**config.mk**
```make
export PLATFORM = sky130hd
export DESIGN_NAME = snow64_bfloat16_vector_mul_slt
export DESIGN_NICKNAME = d
export VERILOG_FILES = /design/src/rtl/snow64_bfloat16_vector_mul_slt.sv
export SDC_FILE = /design/constraint.sdc
export NUM_CORES = 2
export LEC_CHECK = 0
export CORE_MARGIN = 1.5
export CORE_UTILIZATION = 60
export DETAILED_ROUTE_END_ITERATION = 6
export PLACE_DENSITY_LB_ADDON = 0.08
export SLEW_MARGIN = 20
export SYNTH_ARGS = -nofsm -noshare
export SYNTH_HDL_FRONTEND = slang
export SYNTH_SLANG_ARGS = --single-unit
```
**constraint.sdc**
```tcl
create_clock -name clk -period 24.6 [get_ports clk]
set_clock_uncertainty 0.15 [all_clocks]
set_input_delay 3.69 -clock clk [delete_from_list [all_inputs] [get_ports clk]]
set_output_delay 3.69 -clock clk [all_outputs]
set_load 0.005 [all_outputs]
```
**src/rtl/snow64_bfloat16_vector_mul_slt.sv**
```systemverilog
// snow64_bfloat16_vector_mul_slt
//   Multi-cycle vector BFloat16 unit for OpMul and OpSlt over a full data word.
//   The vector is split into NUM_LANES 16-bit lanes; LANES_PER_CYCLE lanes are
//   evaluated per busy cycle, so a command takes NUM_LANES/LANES_PER_CYCLE + 1
//   cycles from accepted in_start to the out_valid pulse.
// Ports
//   clk, rst            clock (rising edge), synchronous active-high reset
//   in_start            command strobe, taken only while out_can_accept_cmd=1
//   in_oper             FpuOper code (OpSlt=2, OpMul=3; anything else yields zeros)
//   in_a, in_b          operand vectors, lane i at bits [16i+15:16i]
//   out_valid           one-cycle pulse, out_data holds the result
//   out_can_accept_cmd  unit can take a command this cycle
//   out_data            result vector, same lane layout, held until next result
module snow64_bfloat16_vector_mul_slt #(
  parameter int NUM_LANES       = 16,
  parameter int LANES_PER_CYCLE = 4
) (
  input  logic                      clk,
  input  logic                      rst,
  input  logic                      in_start,
  input  logic [3:0]                in_oper,
  input  logic [NUM_LANES*16-1:0]   in_a,
  input  logic [NUM_LANES*16-1:0]   in_b,
  output logic                      out_valid,
  output logic                      out_can_accept_cmd,
  output logic [NUM_LANES*16-1:0]   out_data
);

  localparam int W     = NUM_LANES * 16;
  localparam int IDX_W = $clog2(NUM_LANES + 1);
  localparam logic [IDX_W-1:0] IDX_STEP = IDX_W'(LANES_PER_CYCLE);
  localparam logic [IDX_W-1:0] IDX_LAST = IDX_W'(NUM_LANES - LANES_PER_CYCLE);
  localparam logic [3:0] OP_SLT = 4'd2;
  localparam logic [3:0] OP_MUL = 4'd3;

  if (LANES_PER_CYCLE <= 0 || (NUM_LANES % LANES_PER_CYCLE) != 0) begin : g_bad_cfg
    $error("LANES_PER_CYCLE must be positive and divide NUM_LANES");
  end

  typedef enum logic [1:0] {StIdle, StBusy, StDone} state_t;

  state_t           state;
  logic [IDX_W-1:0] idx;
  logic [W-1:0]     a_p0, b_p0, res_p0, res_next;
  logic [3:0]       oper_p0;

  // Exponent saturation and packing for the truncated product.
  function automatic logic [15:0] pack_mul(input logic s, input logic signed [9:0] e,
                                           input logic [6:0] mant);
    if (e >= 10'sd255) return {s, 8'hff, 7'h0};
    else if (e <= 10'sd0) return {s, 15'h0};
    else return {s, e[7:0], mant};
  endfunction

  function automatic logic [15:0] bf16_mul(input logic [15:0] a, input logic [15:0] b);
    logic              s;
    logic              a_nan, b_nan, a_inf, b_inf, a_zero, b_zero;
    logic signed [9:0] e;
    logic [15:0]       p;
    logic [6:0]        mant;
    s      = a[15] ^ b[15];
    a_nan  = (a[14:7] == 8'hff) && (a[6:0] != 7'h0);
    b_nan  = (b[14:7] == 8'hff) && (b[6:0] != 7'h0);
    a_inf  = (a[14:7] == 8'hff) && (a[6:0] == 7'h0);
    b_inf  = (b[14:7] == 8'hff) && (b[6:0] == 7'h0);
    a_zero = (a[14:7] == 8'h00);
    b_zero = (b[14:7] == 8'h00);
    e = $signed({2'b00, a[14:7]}) + $signed({2'b00, b[14:7]}) - 10'sd127;
    p = {1'b1, a[6:0]} * {1'b1, b[6:0]};
    // Product of two [1,2) significands lies in [1,4); renormalise when >= 2.
    if (p[15]) begin
      mant = p[14:8];
      e    = e + 10'sd1;
    end else begin
      mant = p[13:7];
    end
    if (a_nan || b_nan || (a_inf && b_zero) || (b_inf && a_zero)) return 16'h7fc0;
    else if (a_inf || b_inf) return {s, 8'hff, 7'h0};
    else if (a_zero || b_zero) return {s, 15'h0};
    else return pack_mul(s, e, mant);
  endfunction

  function automatic logic [15:0] bf16_slt(input logic [15:0] a, input logic [15:0] b);
    logic        a_nan, b_nan, a_z, b_z, sa, sb, lt;
    logic [14:0] ma, mb;
    a_nan = (a[14:7] == 8'hff) && (a[6:0] != 7'h0);
    b_nan = (b[14:7] == 8'hff) && (b[6:0] != 7'h0);
    // Denormals and both zeros collapse to +0 so that -0 == +0.
    a_z = (a[14:7] == 8'h00);
    b_z = (b[14:7] == 8'h00);
    sa  = a_z ? 1'b0 : a[15];
    sb  = b_z ? 1'b0 : b[15];
    ma  = a_z ? 15'h0 : a[14:0];
    mb  = b_z ? 15'h0 : b[14:0];
    if (sa != sb) lt = sa;
    else if (!sa) lt = (ma < mb);
    else lt = (ma > mb);
    return (!a_nan && !b_nan && lt) ? 16'h3f80 : 16'h0000;
  endfunction

  function automatic logic [15:0] lane_op(input logic [3:0] op, input logic [15:0] a,
                                          input logic [15:0] b);
    case (op)
      OP_MUL:  return bf16_mul(a, b);
      OP_SLT:  return bf16_slt(a, b);
      default: return 16'h0000;
    endcase
  endfunction

  // Current group merged into the partial result.
  always_comb begin
    res_next = res_p0;
    for (int j = 0; j < LANES_PER_CYCLE; j++) begin
      res_next[(int'(idx) + j)*16 +: 16] =
        lane_op(oper_p0, a_p0[(int'(idx) + j)*16 +: 16], b_p0[(int'(idx) + j)*16 +: 16]);
    end
  end

  // Control: state, group index, handshake and the visible result register.
  always_ff @(posedge clk) begin
    if (rst) begin
      state              <= StIdle;
      idx                <= '0;
      out_valid          <= 1'b0;
      out_can_accept_cmd <= 1'b1;
      out_data           <= '0;
    end else begin
      case (state)
        StIdle: begin
          out_valid <= 1'b0;
          if (in_start) begin
            state              <= StBusy;
            idx                <= '0;
            out_can_accept_cmd <= 1'b0;
          end
        end
        StBusy: begin
          idx <= idx + IDX_STEP;
          if (idx == IDX_LAST) begin
            state              <= StDone;
            out_valid          <= 1'b1;
            out_can_accept_cmd <= 1'b1;
            out_data           <= res_next;
          end
        end
        default: begin
          out_valid <= 1'b0;
          if (in_start) begin
            state              <= StBusy;
            idx                <= '0;
            out_can_accept_cmd <= 1'b0;
          end else begin
            state <= StIdle;
          end
        end
      endcase
    end
  end

  // Datapath: operand latch and partial-result accumulation.
  always_ff @(posedge clk) begin
    if (out_can_accept_cmd && in_start) begin
      a_p0    <= in_a;
      b_p0    <= in_b;
      oper_p0 <= in_oper;
    end
    if (state == StBusy) res_p0 <= res_next;
  end

endmodule

```
### Word level (Yosys, flattened, before mapping)

Cells that the tools add are included.

* output and inout port bits: 258
* word-level logic and storage cells: 260
* input bits: 519
* bits in registers: 1037

* shift-type cells: 16
* bitwise gates (word level): 5
* equality and inequality tests: 18
* $mul: 4
* $lt $le $gt $ge: 16
* reductions and logical operators: 91
* $add $sub $neg: 20
* muxes and demuxes: 81

Operators by type and width (count)
* variable part select 256 x 32 -> 16 bit: 6
* bitwise mux 256 bit: 4
* variable shift 16 x 33 -> 256 bit, first input constant: 4
* variable part select 16 x 33 -> 256 bit: 4
* variable part select 256 x 10 -> 16 bit: 2
* two-way mux 15 bit: 24
* case mux 16 bit (2 select lines): 4
* negator 10 -> 33 bit: 3
* two-way mux 10 bit: 8
* equality test 8 bit, second input constant: 8
* zero test 8 bit: 8
* multiplier 8 x 8 -> 16 bit: 4
* two-way mux 16 bit: 4
* > comparator 15 bit: 4
* less-than comparator 15 bit: 4
* zero test 7 bit: 8
* two-way mux 14 bit: 4
* nonzero test 7 bit: 8
* adder 10 x 2 -> 10 bit, second input constant: 4
* >= comparator 10 x 9 -> 1 bit, second input constant: 4
* <= comparator 10 x 1 -> 1 bit, second input constant: 4
* subtractor 9 x 7 -> 10 bit, second input constant: 4
* adder 8 x 8 -> 9 bit: 4
* logical AND 1 bit: 33
* 22 further kinds: 87

### Depth between registers and ports, before layout

* depth in word-level cells: 18
* depth in mapped cells: 34

### Worst setup path after synthesis

Ideal clock, no wire load.

* kind: input-to-reg
* start point: in in_start
* end point: reg a_p0[0], enable pin
* required time: 23.505 ns
* library setup time: 0.945 ns
* arrival time: 15.188 ns
* slack: 8.317 ns
* path buffers: 0
* stages on the path: 1
* cell sequence: and2_1

* word-level cells in the longest chain between the ends: 1

RTL lines
* start, declared: RTL line 20 `input logic in_start,`
* logical AND 1 bit: RTL line 162 `if (out_can_accept_cmd && in_start) begin`
* end signal, assigned: RTL line 163 `a_p0 <= in_a;`
* end, declared: RTL line 44 `logic [W-1:0] a_p0, b_p0, res_p0, res_next;`

No other way between the ends.
A chain may end at the register's enable or synchronous reset.

### Final worst setup path

* start point: reg idx[3]
* end point: reg res_p0[128] (data pin)

* word-level cells in the longest chain between the ends: 18

RTL lines
* start, declared: RTL line 43 `logic [IDX_W-1:0] idx;`
* start signal, assigned: RTL line 138 `idx <= idx + IDX_STEP;`
* adder 5 x 1 -> 6 bit / variable part select 256 x 10 -> 16 bit (equally long branches): RTL line 114, 115
* variable part select 256 x 32 -> 16 bit / adder 8 x 8 -> 9 bit (equally long branches): RTL line 115, 68
* adder 8 x 8 -> 9 bit / subtractor 9 x 7 -> 10 bit (equally long branches): RTL line 68 `e = $signed({2'b00, a[14:7]}) + $signed({2'b00, b[14:7]}) - 10'sd127;`
* subtractor 9 x 7 -> 10 bit / adder 10 x 2 -> 10 bit (equally long branches): RTL line 68, 73
* adder 10 x 2 -> 10 bit / two-way mux 10 bit (equally long branches): RTL line 73, 71
* two-way mux 10 bit, on equally long branches: RTL line 71, 103
* two-way mux 10 bit / <= comparator 10 x 1 -> 1 bit (equally long branches): RTL line 103, 51
* <= comparator 10 x 1 -> 1 bit / two-way mux 15 bit (equally long branches): RTL line 51 `else if (e <= 10'sd0) return {s, 15'h0};`
* [2 not listed]
* two-way mux 15 bit, on equally long branches: RTL line 79, 78
* two-way mux 15 bit / two-way mux 16 bit (equally long branches): RTL line 78, 77
* two-way mux 16 bit / case mux 16 bit (2 select lines) (equally long branches): RTL line 77, 103
* case mux 16 bit (2 select lines) / variable part select 16 x 33 -> 256 bit (equally long branches): RTL line 103, 114
* variable part select 16 x 33 -> 256 bit / bitwise mux 256 bit (equally long branches): RTL line 114 `res_next[(int'(idx) + j)*16 +: 16] =`
* bitwise mux 256 bit (2 in a row): RTL line 114
* bitwise mux 256 bit *: RTL line 114
* named net res_next[128]: RTL line 44
* end signal, assigned: RTL line 167 `if (state == StBusy) res_p0 <= res_next;`
* end, declared: RTL line 44

Mark *: on every way through the listed nets, which the timed path passes. The rest lies on a longest branch. The select of a mux whose other input is x is not followed.

==> flow_metrics.py <==
metrics = {
    "outcome": {
        "status": "finished with violations",
        "failed_checks": "design-rule violations",
    },
    "placement": {
        "dp.cells": 6316,
        "place.gp.congestion": 0.9425,
        "dp_hpwl_um": 123100,
        "io_buffer_count": 776,
    },
    "hold_path": {
        "holdPathEnd": "out_data[250]",
        "min_from": "out_data[250]",
        "hp-class": "reg -> reg",
        "whs_path_depth": 2,
    },
    "finish": {
        "syn2layout_area_growth_pct": 22.71,
        "drive_gt1_share_pct": 7.151,
        "final_cell_mix": "776 x clkdlybuf4s50_1, 772 x edfxtp_1, 595 x nand2_1, 293 x inv_1, 264 x ha_1",
        "finalNetCount": 6181,
        "finalCoreUtilization_pct": 74.47,
        "fill_cells": 5972,
        "fin_cells": 6526,
        "layout_commonest_cell": "clkdlybuf4s50_1",
    },
    "drt": {
        "via_per_inst": 6.278,
        "antenna_left": 0,
        "wl_per_cell_um": 25.48,
        "vias": 40973,
        "dr.pass1.iters": 7,
        "wirelength_um": 166300,
        "first_iter_violations": 4786,
        "drc": 91,
    },
    "grt": {
        "grt.overflow.total": 0,
        "track_usage_pct": 35.62,
        "grt_pass1_vias": 39158,
        "antenna_found_initial": 32,
        "grt_start_max_net_pins": 201,
        "grt_pass1_wl_um": 243600,
    },
    "worst_setup_path": {
        "max_stage_delay_ns": 0.79,
        "cpMostUsedCell": "fa_1",
        "critical_path.top_delay_family": "simple AND/OR/NAND/NOR gates",
        "reg2reg_from": "idx[3]",
        "rrSetupSlack_ns": 15.24,
        "r2r_cells": 22,
        "crit_arrival_ns": 9.75,
        "r2r-end": "res_p0[128]",
        "cp_max_fo": 44,
        "crit_required_ns": 24.99,
        "worst_setup_path_start_kind": "flop",
        "cp_slowest_cell": "nor4_4",
        "critical_path_buf_inv_count": 4,
        "crit_chain": "buf_4 -> buf_4 -> mux4_2 -> nand2_1 -> nor2_1 -> fa_1 -> inv_1 -> fa_1 -> inv_1 -> fa_1 -> ha_1 -> ha_1 -> a21o_1 -> a21o_1 -> a21oi_1 -> mux2i_1 -> nand3_2 -> o31a_1 -> or4_1 -> nor4_4 -> nand2_2 -> o21ai_0",
        "cp-end-kind": "flop",
        "crit_type": "reg -> reg",
    },
    "yosys": {
        "synth.area.mux_share_pct": 5.875,
        "synth.avg_cell_area_um2": 11.85,
        "synth_edf_count": 772,
        "yosysWarningCount": 0,
        "synth-compound-area-share_pct": 12.35,
        "yosys_register_bits": 1035,
        "synthFlopType": "edfxtp_1",
        "seq_area_frac_synth_pct": 52.96,
        "postSynthCellCount": 4532,
        "synth_area_um2": 53720,
        "postSynthNetCount": 5459,
        "synth_top_family_by_area": "simple AND/OR/NAND/NOR gates",
        "synth-xor-area-share_pct": 1.176,
        "yosysUniqueCellTypes": 95,
        "async_reset_ff_share_pct": 0,
        "synthAdderAreaFrac_pct": 11.52,
        "yosys.area_share.simple_pct": 12.44,
    },
    "cts": {
        "cts_resized": 0,
        "root_buffer": "clkbuf_16",
        "hold_buffers": 0,
        "post_cts_buffers": 0,
        "cts_inserted_buffers": 101,
        "h-tree-depth": 3,
        "cts.sinks": 1035,
        "clock_latency_ns": 0.70,
        "cts_tree": "yes",
        "cts_max_path_buffers": 3,
        "clk_pin_slew_worst_paths_ns": 0.06,
    },
    "timing": {
        "slew_headroom_pct": 17.94,
        "setup_violations": 0,
        "drv_slew": 0,
        "fmax_mhz": 106.8,
        "tightest_slew_ns": 1.228,
        "period_share_pct": 38.06,
        "fin_crit_ns": 9.363,
        "fin_setup_tns_ns": 0,
        "hold_viol_final": 0,
        "rsz0062_at_grt": "no",
    },
    "power": {
        "internal-power_mw": 3.816,
        "leakagePower_nw": 25.11,
        "clock_power_share_pct": 25.5,
        "p_sw_mw": 2.370,
        "combPwrFrac_pct": 42.0,
        "p_per_area_nw_per_um2": 93.84,
        "seq_power_share_pct": 32.6,
        "switching_share_pct": 38.31,
        "peakVddDrop_v": 0.0001202,
    },
    "floorplanning": {
        "core_um2": 88510,
        "die_h_um": 302.2,
        "rows": 109,
        "start_util_pct": 60.69,
        "die_x_um": 302.2,
        "ioPinCount": 777,
        "design.die.area_um2": 91330,
    },
    "flow_run": {
        "drv_cap": 0,
    },
}
-- synth_stat cells (all sizes together) (26+ instances only) --
cell type / count / share of area, %
a211oi: 26 / 0.36
a21o: 34 / 0.48
a21oi: 153 / 1.4
a22o: 148 / 2.4
and2: 99 / 1.2
and3: 98 / 1.1
buf: 45 / 0.55
clkbuf: 151 / 1.1
dfxtp: 263 / 9.8
edfxtp: 772 / 43
fa: 144 / 5.4
ha: 264 / 6.1
inv: 295 / 2.1
mux4: 123 / 5.2
nand2: 598 / 4.2
nand3: 76 / 0.72
nand4: 53 / 0.62
nor2: 219 / 1.5
nor2b: 38 / 0.44
nor3: 77 / 0.75
nor4: 38 / 0.51
o211ai: 28 / 0.39
o21ai: 288 / 2.7
o221ai: 97 / 1.6
o31ai: 33 / 0.47
xnor2: 42 / 0.68
-- power groups by stage --
stage                     clock network, mW  logic (mW)  registers (mW)
final                                  1.58        2.60            2.01
after global routing                   1.65        2.84            2.02
after CTS                              1.59        2.52            2.01
after detailed placement                  0        2.50            2.05
after global placement                    0        2.47            2.04
after floorplan                           0        1.74            2.07
-- per-stage QoR --
step	hold slack [ns]	total power [mW]	worst slack [ns]	area, µm²
after floorplan	0.2960	3.807	8.317	53720
after detailed placement	0.3010	4.549	15.36	62450
after CTS	0.3209	6.119	15.36	65850
after global placement	0.2915	4.511	15.53	62450
final	0.3165	6.185	15.24	65910
after global routing	0.3326	6.508	14.71	65910
-- worst max path at each step --
| stage | startpoint | to | slack, ns | depth (start not counted) |
|---|---|---|---|---|
| final | idx[3] | res_p0[128] | 15.24 | 22 |
| after global routing | idx[3] | res_p0[65] | 14.71 | 22 |
| after CTS | idx[3] | out_data[141] | 15.36 | 24 |
| after detailed placement | idx[3] | res_p0[128] | 15.36 | 24 |
| after global placement | idx[3] | res_p0[103] | 15.53 | 24 |
| after floorplan | in_start | a_p0[0] | 8.32 | 1 |
-- registers in the layout, indices dropped and copies added (netlist names) --
signal and count:
res_p0 256, a_p0 256, state 2, idx 3, oper_p0 4, out_can_accept_cmd 1, out_data 256, b_p0 256
out_valid 1
-- routing by layer --
layer  track usage [%]  vias to the layer above  share of wire [%]
met2             54.20                     2366                 46
met4             14.54                       22                3.8
li1                  -                    18372                  -
met5                 0                        -              0.094
met3             7.527                      319                 10
met1             50.14                    19894                 40
-- worst register-to-register path: stages, from the launching register on --
cell and delay [ns]:
dfxtp_4 0.62, buf_4 0.57, buf_4 0.75, mux4_2 0.53
nand2_1 0.23, nor2_1 0.10, fa_1 0.54, inv_1 0.05
fa_1 0.50, inv_1 0.05, fa_1 0.37, ha_1 0.31
ha_1 0.39, a21o_1 0.23, a21o_1 0.19, a21oi_1 0.31
mux2i_1 0.40, nand3_2 0.45, o31a_1 0.42, or4_1 0.70
nor4_4 0.79, nand2_2 0.29, o21ai_0 0.25
-- cells by family after synthesis --
kind of cell / Yosys count
AOI/OAI and AO/OA: 968
xor gates and xnor gates: 69
adders and majority gates: 408
buffers and inverters: 493
DFF: 1035
muxes: 159
other: 1
and+or+nand+nor: 1399
-- cell type report --
type                    count  area (µm²)  share of cell area [%]
flip-flops and latches   1035       28460                   43.17
multi-input cells        3004       23320                   35.39
repair buffers            815        8098                   12.29
clock buffers             146        2890                   4.385
well taps                1165        1458                   2.211
inverters                 297        1130                   1.714
clock inverters            45       509.2                  0.7726
diodes                     19       47.55                 0.07213
No activity file was read; power rests on OpenSTA's default activity.
